### config.mk
export PLATFORM = sky130hd
export DESIGN_NAME = csi_tx_clk_lane
export DESIGN_NICKNAME = d
export VERILOG_FILES = /design/src/rtl/csi_tx_pkg.sv /design/src/rtl/csi_tx_lane_timer.sv /design/src/rtl/csi_tx_clk_lane.sv
export SDC_FILE = /design/constraint.sdc
export NUM_CORES = 1
export LEC_CHECK = 0
export BUFFER_PORTS_ARGS = -buffer_cell sky130_fd_sc_hd__buf_4
export CAP_MARGIN = 40
export CELL_PAD_IN_SITES_DETAIL_PLACEMENT = 0
export CELL_PAD_IN_SITES_GLOBAL_PLACEMENT = 1
export CORE_AREA = 2 2 49 51
export CTS_CLUSTER_DIAMETER = 60
export DETAILED_ROUTE_END_ITERATION = 10
export DIE_AREA = 0 0 51 53
export PLACE_DENSITY = 0.78
export SLEW_MARGIN = 30
export SYNTH_ARGS = -nofsm -noshare
export SYNTH_HDL_FRONTEND = slang
export SYNTH_SLANG_ARGS = --single-unit
### constraint.sdc
create_clock -name CLK_BYTE -period 2 [get_ports CLK_BYTE]
set_input_delay 0.5 -clock CLK_BYTE [delete_from_list [all_inputs] [get_ports CLK_BYTE]]
set_output_delay 0.5 -clock CLK_BYTE [all_outputs]
set_load 0.02 [all_outputs]
### src/rtl/csi_tx_pkg.sv
// csi_tx_pkg
// Shared definitions for the CSI-2 transmit lane controllers: the clock-lane
// state enum, the default timing constants (in byte-clock cycles), the lane
// timer width, the LP/HS driver bundle and small helpers to convert a timing
// parameter into a timer load value and a state into driver levels.
package csi_tx_pkg;

  localparam int CNT_W = 8;

  localparam int DEF_T_LPX     = 8;
  localparam int DEF_T_PREPARE = 6;
  localparam int DEF_T_ZERO    = 32;
  localparam int DEF_T_PRE     = 4;
  localparam int DEF_T_POST    = 16;
  localparam int DEF_T_TRAIL   = 8;
  localparam int DEF_T_EXIT    = 12;

  typedef enum logic [2:0] {
    ST_STOP,
    ST_LPX,
    ST_PREPARE,
    ST_ZERO,
    ST_HS_RUN,
    ST_POST,
    ST_TRAIL,
    ST_EXIT
  } clk_lane_state_t;

  typedef struct packed {
    logic lp_p;
    logic lp_n;
    logic hs_oe;
    logic hs_clk_en;
  } lane_drive_t;

  // A state lasting T cycles is timed by loading T-1 and advancing when the
  // counter reads zero. T is clamped to 1..255 so a zero parameter still
  // yields a one-cycle state and the value always fits the 8-bit timer.
  function automatic logic [CNT_W-1:0] timer_load(input int t);
    int c;
    c = t;
    if (c < 1) c = 1;
    if (c > 255) c = 255;
    return CNT_W'(c - 1);
  endfunction

  // Line levels driven in each state.
  function automatic lane_drive_t drive_for(input clk_lane_state_t s);
    lane_drive_t d;
    d = '{lp_p: 1'b1, lp_n: 1'b1, hs_oe: 1'b0, hs_clk_en: 1'b0};
    unique case (s)
      ST_STOP:    d = '{lp_p: 1'b1, lp_n: 1'b1, hs_oe: 1'b0, hs_clk_en: 1'b0};
      ST_LPX:     d = '{lp_p: 1'b0, lp_n: 1'b1, hs_oe: 1'b0, hs_clk_en: 1'b0};
      ST_PREPARE: d = '{lp_p: 1'b0, lp_n: 1'b0, hs_oe: 1'b0, hs_clk_en: 1'b0};
      ST_ZERO:    d = '{lp_p: 1'b0, lp_n: 1'b0, hs_oe: 1'b1, hs_clk_en: 1'b0};
      ST_HS_RUN:  d = '{lp_p: 1'b0, lp_n: 1'b0, hs_oe: 1'b1, hs_clk_en: 1'b1};
      ST_POST:    d = '{lp_p: 1'b0, lp_n: 1'b0, hs_oe: 1'b1, hs_clk_en: 1'b1};
      ST_TRAIL:   d = '{lp_p: 1'b0, lp_n: 1'b0, hs_oe: 1'b1, hs_clk_en: 1'b0};
      ST_EXIT:    d = '{lp_p: 1'b1, lp_n: 1'b1, hs_oe: 1'b0, hs_clk_en: 1'b0};
      default:    d = '{lp_p: 1'b1, lp_n: 1'b1, hs_oe: 1'b0, hs_clk_en: 1'b0};
    endcase
    return d;
  endfunction

endpackage

### src/rtl/csi_tx_lane_timer.sv
// csi_tx_lane_timer
// Loadable down-counter used to time the LP/HS phases of a lane. A load wins
// over counting; otherwise the counter decrements and rests at zero.
// Ports:
//   clk      - byte clock
//   rst_n    - synchronous active-low reset, clears the counter
//   load     - load load_val this cycle
//   load_val - value to load (phase length minus one)
//   zero     - counter currently reads zero
module csi_tx_lane_timer
  import csi_tx_pkg::*;
(
  input  logic             clk,
  input  logic             rst_n,
  input  logic             load,
  input  logic [CNT_W-1:0] load_val,
  output logic             zero
);

  logic [CNT_W-1:0] count;

  // Counter register: reset to zero, load on request, otherwise count down
  // and hold once zero is reached so an idle timer stays quiet.
  always_ff @(posedge clk) begin
    if (!rst_n) begin
      count <= '0;
    end else if (load) begin
      count <= load_val;
    end else if (count != '0) begin
      count <= count - CNT_W'(1);
    end
  end

  assign zero = (count == '0);

endmodule

### src/rtl/csi_tx_clk_lane.sv
// csi_tx_clk_lane
// MIPI CSI-2 transmit clock-lane controller. Sequences the LP-11 -> LP-01 ->
// LP-00 -> HS-0 -> running clock startup, raises READY once the clock has run
// for T_PRE cycles, and after the data lanes go idle winds the clock down
// through POST, TRAIL and EXIT back to LP-11.
// Ports:
//   CLK_BYTE    - byte clock (HS bit clock / 4), the only clock
//   RST_N       - synchronous active-low reset
//   HS_REQ      - request to run the HS clock
//   DATA_ACTIVE - high while any data lane is in HS
//   LP_P, LP_N  - LP driver levels
//   HS_OE       - HS driver enable
//   HS_CLK_EN   - serializer sends 0101 when high, all-zero when low
//   READY       - data lanes may start HS
//   BUSY        - lane is anywhere but STOP
module csi_tx_clk_lane
  import csi_tx_pkg::*;
#(
  parameter int T_LPX     = DEF_T_LPX,
  parameter int T_PREPARE = DEF_T_PREPARE,
  parameter int T_ZERO    = DEF_T_ZERO,
  parameter int T_PRE     = DEF_T_PRE,
  parameter int T_POST    = DEF_T_POST,
  parameter int T_TRAIL   = DEF_T_TRAIL,
  parameter int T_EXIT    = DEF_T_EXIT
) (
  input  logic CLK_BYTE,
  input  logic RST_N,
  input  logic HS_REQ,
  input  logic DATA_ACTIVE,
  output logic LP_P,
  output logic LP_N,
  output logic HS_OE,
  output logic HS_CLK_EN,
  output logic READY,
  output logic BUSY
);

  localparam logic [CNT_W-1:0] LPX_LOAD     = timer_load(T_LPX);
  localparam logic [CNT_W-1:0] PREPARE_LOAD = timer_load(T_PREPARE);
  localparam logic [CNT_W-1:0] ZERO_LOAD    = timer_load(T_ZERO);
  localparam logic [CNT_W-1:0] PRE_LOAD     = timer_load(T_PRE);
  localparam logic [CNT_W-1:0] POST_LOAD    = timer_load(T_POST);
  localparam logic [CNT_W-1:0] TRAIL_LOAD   = timer_load(T_TRAIL);
  localparam logic [CNT_W-1:0] EXIT_LOAD    = timer_load(T_EXIT);

  clk_lane_state_t  state_q;
  clk_lane_state_t  state_d;
  logic             tmr_load;
  logic [CNT_W-1:0] tmr_val;
  logic             tmr_zero;
  logic             ready_d;
  lane_drive_t      drive_d;
  logic             proto_err;

  csi_tx_lane_timer u_timer (
    .clk      (CLK_BYTE),
    .rst_n    (RST_N),
    .load     (tmr_load),
    .load_val (tmr_val),
    .zero     (tmr_zero)
  );

  // Next-state logic. Every timed state loads the timer for the state it is
  // about to enter; EXIT needs no load because the timer is already at zero
  // when STOP is reached. HS_REQ is only looked at in STOP (startup is never
  // aborted, and requests during wind-down wait for STOP), and HS_RUN is
  // left only once READY has been shown and both the request and the data
  // lanes are idle. READY is raised when the T_PRE count expires and held
  // for the rest of HS_RUN; it drops on the edge that leaves HS_RUN.
  always_comb begin
    state_d  = state_q;
    tmr_load = 1'b0;
    tmr_val  = '0;
    unique case (state_q)
      ST_STOP: begin
        if (HS_REQ) begin
          state_d  = ST_LPX;
          tmr_load = 1'b1;
          tmr_val  = LPX_LOAD;
        end
      end
      ST_LPX: begin
        if (tmr_zero) begin
          state_d  = ST_PREPARE;
          tmr_load = 1'b1;
          tmr_val  = PREPARE_LOAD;
        end
      end
      ST_PREPARE: begin
        if (tmr_zero) begin
          state_d  = ST_ZERO;
          tmr_load = 1'b1;
          tmr_val  = ZERO_LOAD;
        end
      end
      ST_ZERO: begin
        if (tmr_zero) begin
          state_d  = ST_HS_RUN;
          tmr_load = 1'b1;
          tmr_val  = PRE_LOAD;
        end
      end
      ST_HS_RUN: begin
        if (READY && !HS_REQ && !DATA_ACTIVE) begin
          state_d  = ST_POST;
          tmr_load = 1'b1;
          tmr_val  = POST_LOAD;
        end
      end
      ST_POST: begin
        if (tmr_zero) begin
          state_d  = ST_TRAIL;
          tmr_load = 1'b1;
          tmr_val  = TRAIL_LOAD;
        end
      end
      ST_TRAIL: begin
        if (tmr_zero) begin
          state_d  = ST_EXIT;
          tmr_load = 1'b1;
          tmr_val  = EXIT_LOAD;
        end
      end
      ST_EXIT: begin
        if (tmr_zero) begin
          state_d = ST_STOP;
        end
      end
      default: begin
        state_d = ST_STOP;
      end
    endcase
    ready_d = (state_q == ST_HS_RUN) && (state_d == ST_HS_RUN) && (READY || tmr_zero);
    drive_d = drive_for(state_d);
  end

  // State and output registers. Outputs are decoded from the next state so
  // they switch on the same edge as the state itself. proto_err is a sticky
  // debug flag for data-lane activity while the clock is not running; it is
  // kept internal for waveform inspection.
  always_ff @(posedge CLK_BYTE) begin
    if (!RST_N) begin
      state_q   <= ST_STOP;
      LP_P      <= 1'b1;
      LP_N      <= 1'b1;
      HS_OE     <= 1'b0;
      HS_CLK_EN <= 1'b0;
      READY     <= 1'b0;
      BUSY      <= 1'b0;
      proto_err <= 1'b0;
    end else begin
      state_q   <= state_d;
      LP_P      <= drive_d.lp_p;
      LP_N      <= drive_d.lp_n;
      HS_OE     <= drive_d.hs_oe;
      HS_CLK_EN <= drive_d.hs_clk_en;
      READY     <= ready_d;
      BUSY      <= (state_d != ST_STOP);
      proto_err <= proto_err | (DATA_ACTIVE && (state_q != ST_HS_RUN));
    end
  end

endmodule

After elaboration in Yosys (flattened, before gate mapping)
Memory sizes are Yosys's and may differ from the RTL's. A register that Yosys moved wholly into a read port is not among the register bits. Cells that the tools add are included. Widths: inputs -> output; s select.

Eq/ne operators: 8. Reduce and logical (&&, ||, !) cells: 14. Add/sub/neg operators: 1. Multiplexer cells: 23.

Operators with widths (count): $pmux 5 s7 (1); $mux 3 (11); $pmux 3 s8 (1); $mux 8 (2); $eq 3x3->1 const B (5); $logic_not 8->1 (1); $mux 4 (2); $reduce_bool 8->1 (1); $sub 8x1->8 const B (1); $eq 3x2->1 const B (2); $mux 5 (1); $reduce_or 5->1 (1); $logic_and 1x1->1 (4); $eq 3x1->1 const B (1); $logic_not 1->1 (3); $logic_not 3->1 (1); $mux 1 (3); $pmux 1 s3 (1); $reduce_bool 3->1 (1); $mux 2 (1); $reduce_bool 2->1 (1); $logic_or 1x1->1 (1).

Input bits: 4. Memories kept: 1. Bits in read-only memories: 32. Register bits after elaboration: 13. Output and inout bits: 6. Word-level logic and storage cells: 51.

Memory list: (no name shown) (words 8, width 4, rd ports 1, clocked after Yosys merged registers in 1, wr ports 0, RTL line csi_tx_pkg.sv:51) `unique case (s)`.

Depth between registers and ports, before layout
Depth in word-level cells: 8. Gate-level depth with buffers: 6. Gate-level depth less buffers: 6.

Hierarchy
A second synthesis with hierarchy kept.

Cell total of the unflattened synthesis: 109. Area total of the unflattened synthesis: 933.4 sq um.

By module, submodules not included: csi_tx_clk_lane (area each 475.5 sq um, cells an instance 58, times used 1, seq. area each 180.2 sq um); csi_tx_lane_timer (area each 457.9 sq um, cells an instance 51, times used 1, seq. area each 160.2 sq um).

Worst setup path before layout
No wires, ideal clock.

Kind: register to register. Start point: register u_timer.count[0]. End point: register u_timer.count[6]. Arrival: 1734 ps. Clock period less this slack: 1814 ps. Setup time: 80 ps. Data required time: 1920 ps. Path buffers: 0. Stages on the path, launching flop included: 6. Path slack: 186 ps. Cells stage by stage: dfxtp_1 inv_1 ha_1 or4b_4 or4b_4 a211oi_2.

Longest elaborated chain between the ends: 4. Elaborated cells between the ends (all ways): 8. Classes of those cells: add/sub (1); mux (4); reduce/logical (3).

RTL lines: start, declared (RTL line csi_tx_lane_timer.sv:20) `logic [CNT_W-1:0] count;`; start signal, assigned (RTL line csi_tx_lane_timer.sv:28) `count <= load_val;`; start signal, assigned (RTL line csi_tx_lane_timer.sv:30) `count <= count - CNT_W'(1);`; branches (longest 4 deep; another with $sub 8x1->8).

Parallel ways; which one is timed is not known. The select of a mux whose other input is x is not followed. A chain may end at the register's enable or synchronous reset.

Worst setup path in the final report
Ends and elaborated chain as after synthesis.

==> summary.txt <==
WP data arrival -> 2130 ps
CTS Sinks -> 17
H-Tree Depth -> 1
Cells after Synth -> 99
Tot Pwr -> 0.00134 W
post-synthesis sequential area ratio -> 38.6%
area grow syn2layout -> 19.5%
Synth area leaders -> dfxtp_1 (39%), a21oi_1 (3.4%), nor2_1 (3.4%), o21a_1 (3.4%), or4b_4 (3.1%)
total global routing overflow -> 0
register area -> 340 µm²
HP Class -> in -> reg
Multi-input gate area -> 507 µm²
PD cells -> 1270 nW/µm²
maximum vdd ir drop -> 571 µV
clk slew on worst S/H paths -> 110 ps
Final Hold Vio Count -> 0
RSZ-0062 raised after global routing -> false
Layout Nets -> 122
setup repair bufs after CTS -> 0
vias in the first global route -> 752
routed wl met3 -> 66 µm
Pleak -> 0.423 nW
most frequent cell on the critical path -> or4b_4
endpoints failing setup -> 0
commonest non-fill, non-tap cell in the layout -> dfxtp_1
WS Path Type -> reg -> reg
top cell type's share of synthesized area -> 38.6%
Crit path largest cell delay -> 530 ps
Max Clk Rate -> 0.521 GHz
# diodes -> 0
width of the chip -> 51 µm
Starting Density -> 41.0%
IO buf count -> 9
Via density -> 5.46
Routed WL -> 1.99 mm
largest net degree at the start of global routing -> 13
commonest cells after routing, fill and taps aside -> dfxtp_1 (17), buf_4 (16), nor2_1 (8)
CP Cell Sequence -> inv_1 > ha_1 > or4b_4 > or4b_4 > a211oi_2
Fill cells -> 218
Total Routing Usage GR -> 17.2%
metal2 WL -> 945 µm
gpl congestion -> 0.795
die height -> 53 µm
Num CTS Buffers -> 3
Synth area leader -> dfxtp_1
Rel. slew slack -> 71.3%
met1 wire length -> 941 µm
max-cap viol count -> 0
max-slew violation total from the final report -> 0
root buf cell -> clkbuf_4
min Tclk post-route -> 1920 ps
Pre-antenna DRT Iters -> 4
Rows -> 17
Worst Path Required -> 2210 ps
share of cells above drive strength 1 -> 23.3%
initial DRC count -> 15
CTS hold repair buffers -> 0
syn_area_per_cell -> 8.90 µm²
startpoint types -> register
Vias -> 786
worst skew pair latency -> 300 ps
Worst Path Buf+Inv -> 1
initial antenna violation count -> 0
DRC errors left -> 0
placeable core area -> 2150 µm²
final clock skew -> 9.38 ps
Crit. End Element -> register
CTS tree -> yes
quantity of gates resized following cts -> 0
post-route ant nets -> 0
first-pass GRT wire length -> 3.35 mm
worst slew pin tran -> 428 ps
Setup TNS Final -> 0 ps
Yosys warnings -> 0
Synth Cell Area -> 881 µm²
slowest cell on the critical path -> or4b_4
Final period util -> 95.9%
synthesis-stage register bit count -> 17
highest metal used -> met4
drt wl/cell -> 13.8 µm
status -> completed
DP HPWL -> 1.41 mm
IO Count -> 10
post-synth net total -> 104
Netlist cell types -> 38
Worst Path Max Fanout -> 6
Max clock buf depth -> 2
Top delay family on crit path -> simple AND/OR/NAND/NOR gates
area of the die -> 2700 µm²
==> registers in the layout (all words and copies together) (netlist names) <==
register / flops
HS_OE: 1
LP_P: 1
BUSY: 1
state_q: 3
READY: 1
LP_N: 1
HS_CLK_EN: 1
u_timer.count: 8
==> worst reg2reg max path: stages (launching register included) <==
cell	delay, ps
dfxtp_1	350
inv_1	60
ha_1	230
or4b_4	500
or4b_4	530
a211oi_2	180
==> Yosys cell counts <==
cell and number:
dfxtp_1 17, nor2_1 8, a21oi_1 6, inv_1 5, nand2_1 5, nand3_1 5, nor3_1 4, o21a_1 4
o21ai_0 4, or3_1 4, a31oi_1 3, clkbuf_1 3, xnor2_1 3, and3_1 2, nor4_1 2, or4b_4 2
a211o_1 1, a211oi_1 1, a211oi_2 1, a221oi_4 1, a22o_1 1, and2_1 1, clkinv_1 1, ha_1 1
mux2i_1 1, nand2b_1 1, nor2b_1 1, nor3_2 1, nor4b_2 1, nor4bb_1 1, o2111ai_1 1, o211a_1 1
o221a_2 1, o31ai_1 1, o32ai_1 1, or2b_1 1, or4_1 1, xor2_1 1
==> worst paths after layout <==
check	endpoint	cells past startpoint	startpoint	slack [ps]
setup / recovery	u_timer.count[6]$_SDFFE_PN0P_	5	u_timer.count[0]$_SDFFE_PN0P_	80
setup reg to reg	u_timer.count[6]$_SDFFE_PN0P_	5	u_timer.count[0]$_SDFFE_PN0P_	80
hold / removal	LP_N$_SDFF_PN1_	2	RST_N	460
hold reg to reg	u_timer.count[6]$_SDFFE_PN0P_	2	u_timer.count[6]$_SDFFE_PN0P_	580
==> power by group <==
part	switching (W)	internal, W
logic	0.000333	0.000316
registers	0.0000915	0.000409
clock network	0.000113	0.0000745
==> cell families (layout without fill, tap and decap cells) <==
group	after synthesis	in the layout	synth area share (%)
flops	17	17	38.6
compound gates	27	27	23.7
mux	1	1	1.14
fa+ha+maj	1	1	1.42
simple gates	40	40	27.3
buf+inv	9	26	3.83
xor+xnor	4	4	3.98
==> cell type report <==
class	count	share of cell area [%]
Inverter	6	2.14
Multi-Input combinational cell	73	48.2
Sequential cell	17	32.3
Tap cell	28	3.33
Clock buffer	3	2.14
Timing Repair Buffer	16	11.4
Clock inverter	1	0.476
==> metal layers <==
layer  up-vias  global-route usage, %
met5         -                      0
met3         5                   3.67
met1       364                   19.6
met2        17                   30.5
li1        400                      -
met4         0                   8.11
==> through the flow <==
stage | cell area, µm² | utilization [%] | hold WS [ps] | cells | setup WS [ps]
final | 1050 | 49.0 | 457 | 144 | 81.0
after global routing | 1050 | 49.0 | 454 | 144 | 10.8
after CTS | 1050 | 49.0 | 454 | 144 | 77.9
after detailed placement | 1020 | 47.7 | 567 | 140 | 92.7
after global placement | 1020 | 47.7 | 553 | 140 | 144
after floorplan | 881 | - | 529 | 99 | 186
No activity file was read; power rests on OpenSTA's default activity.
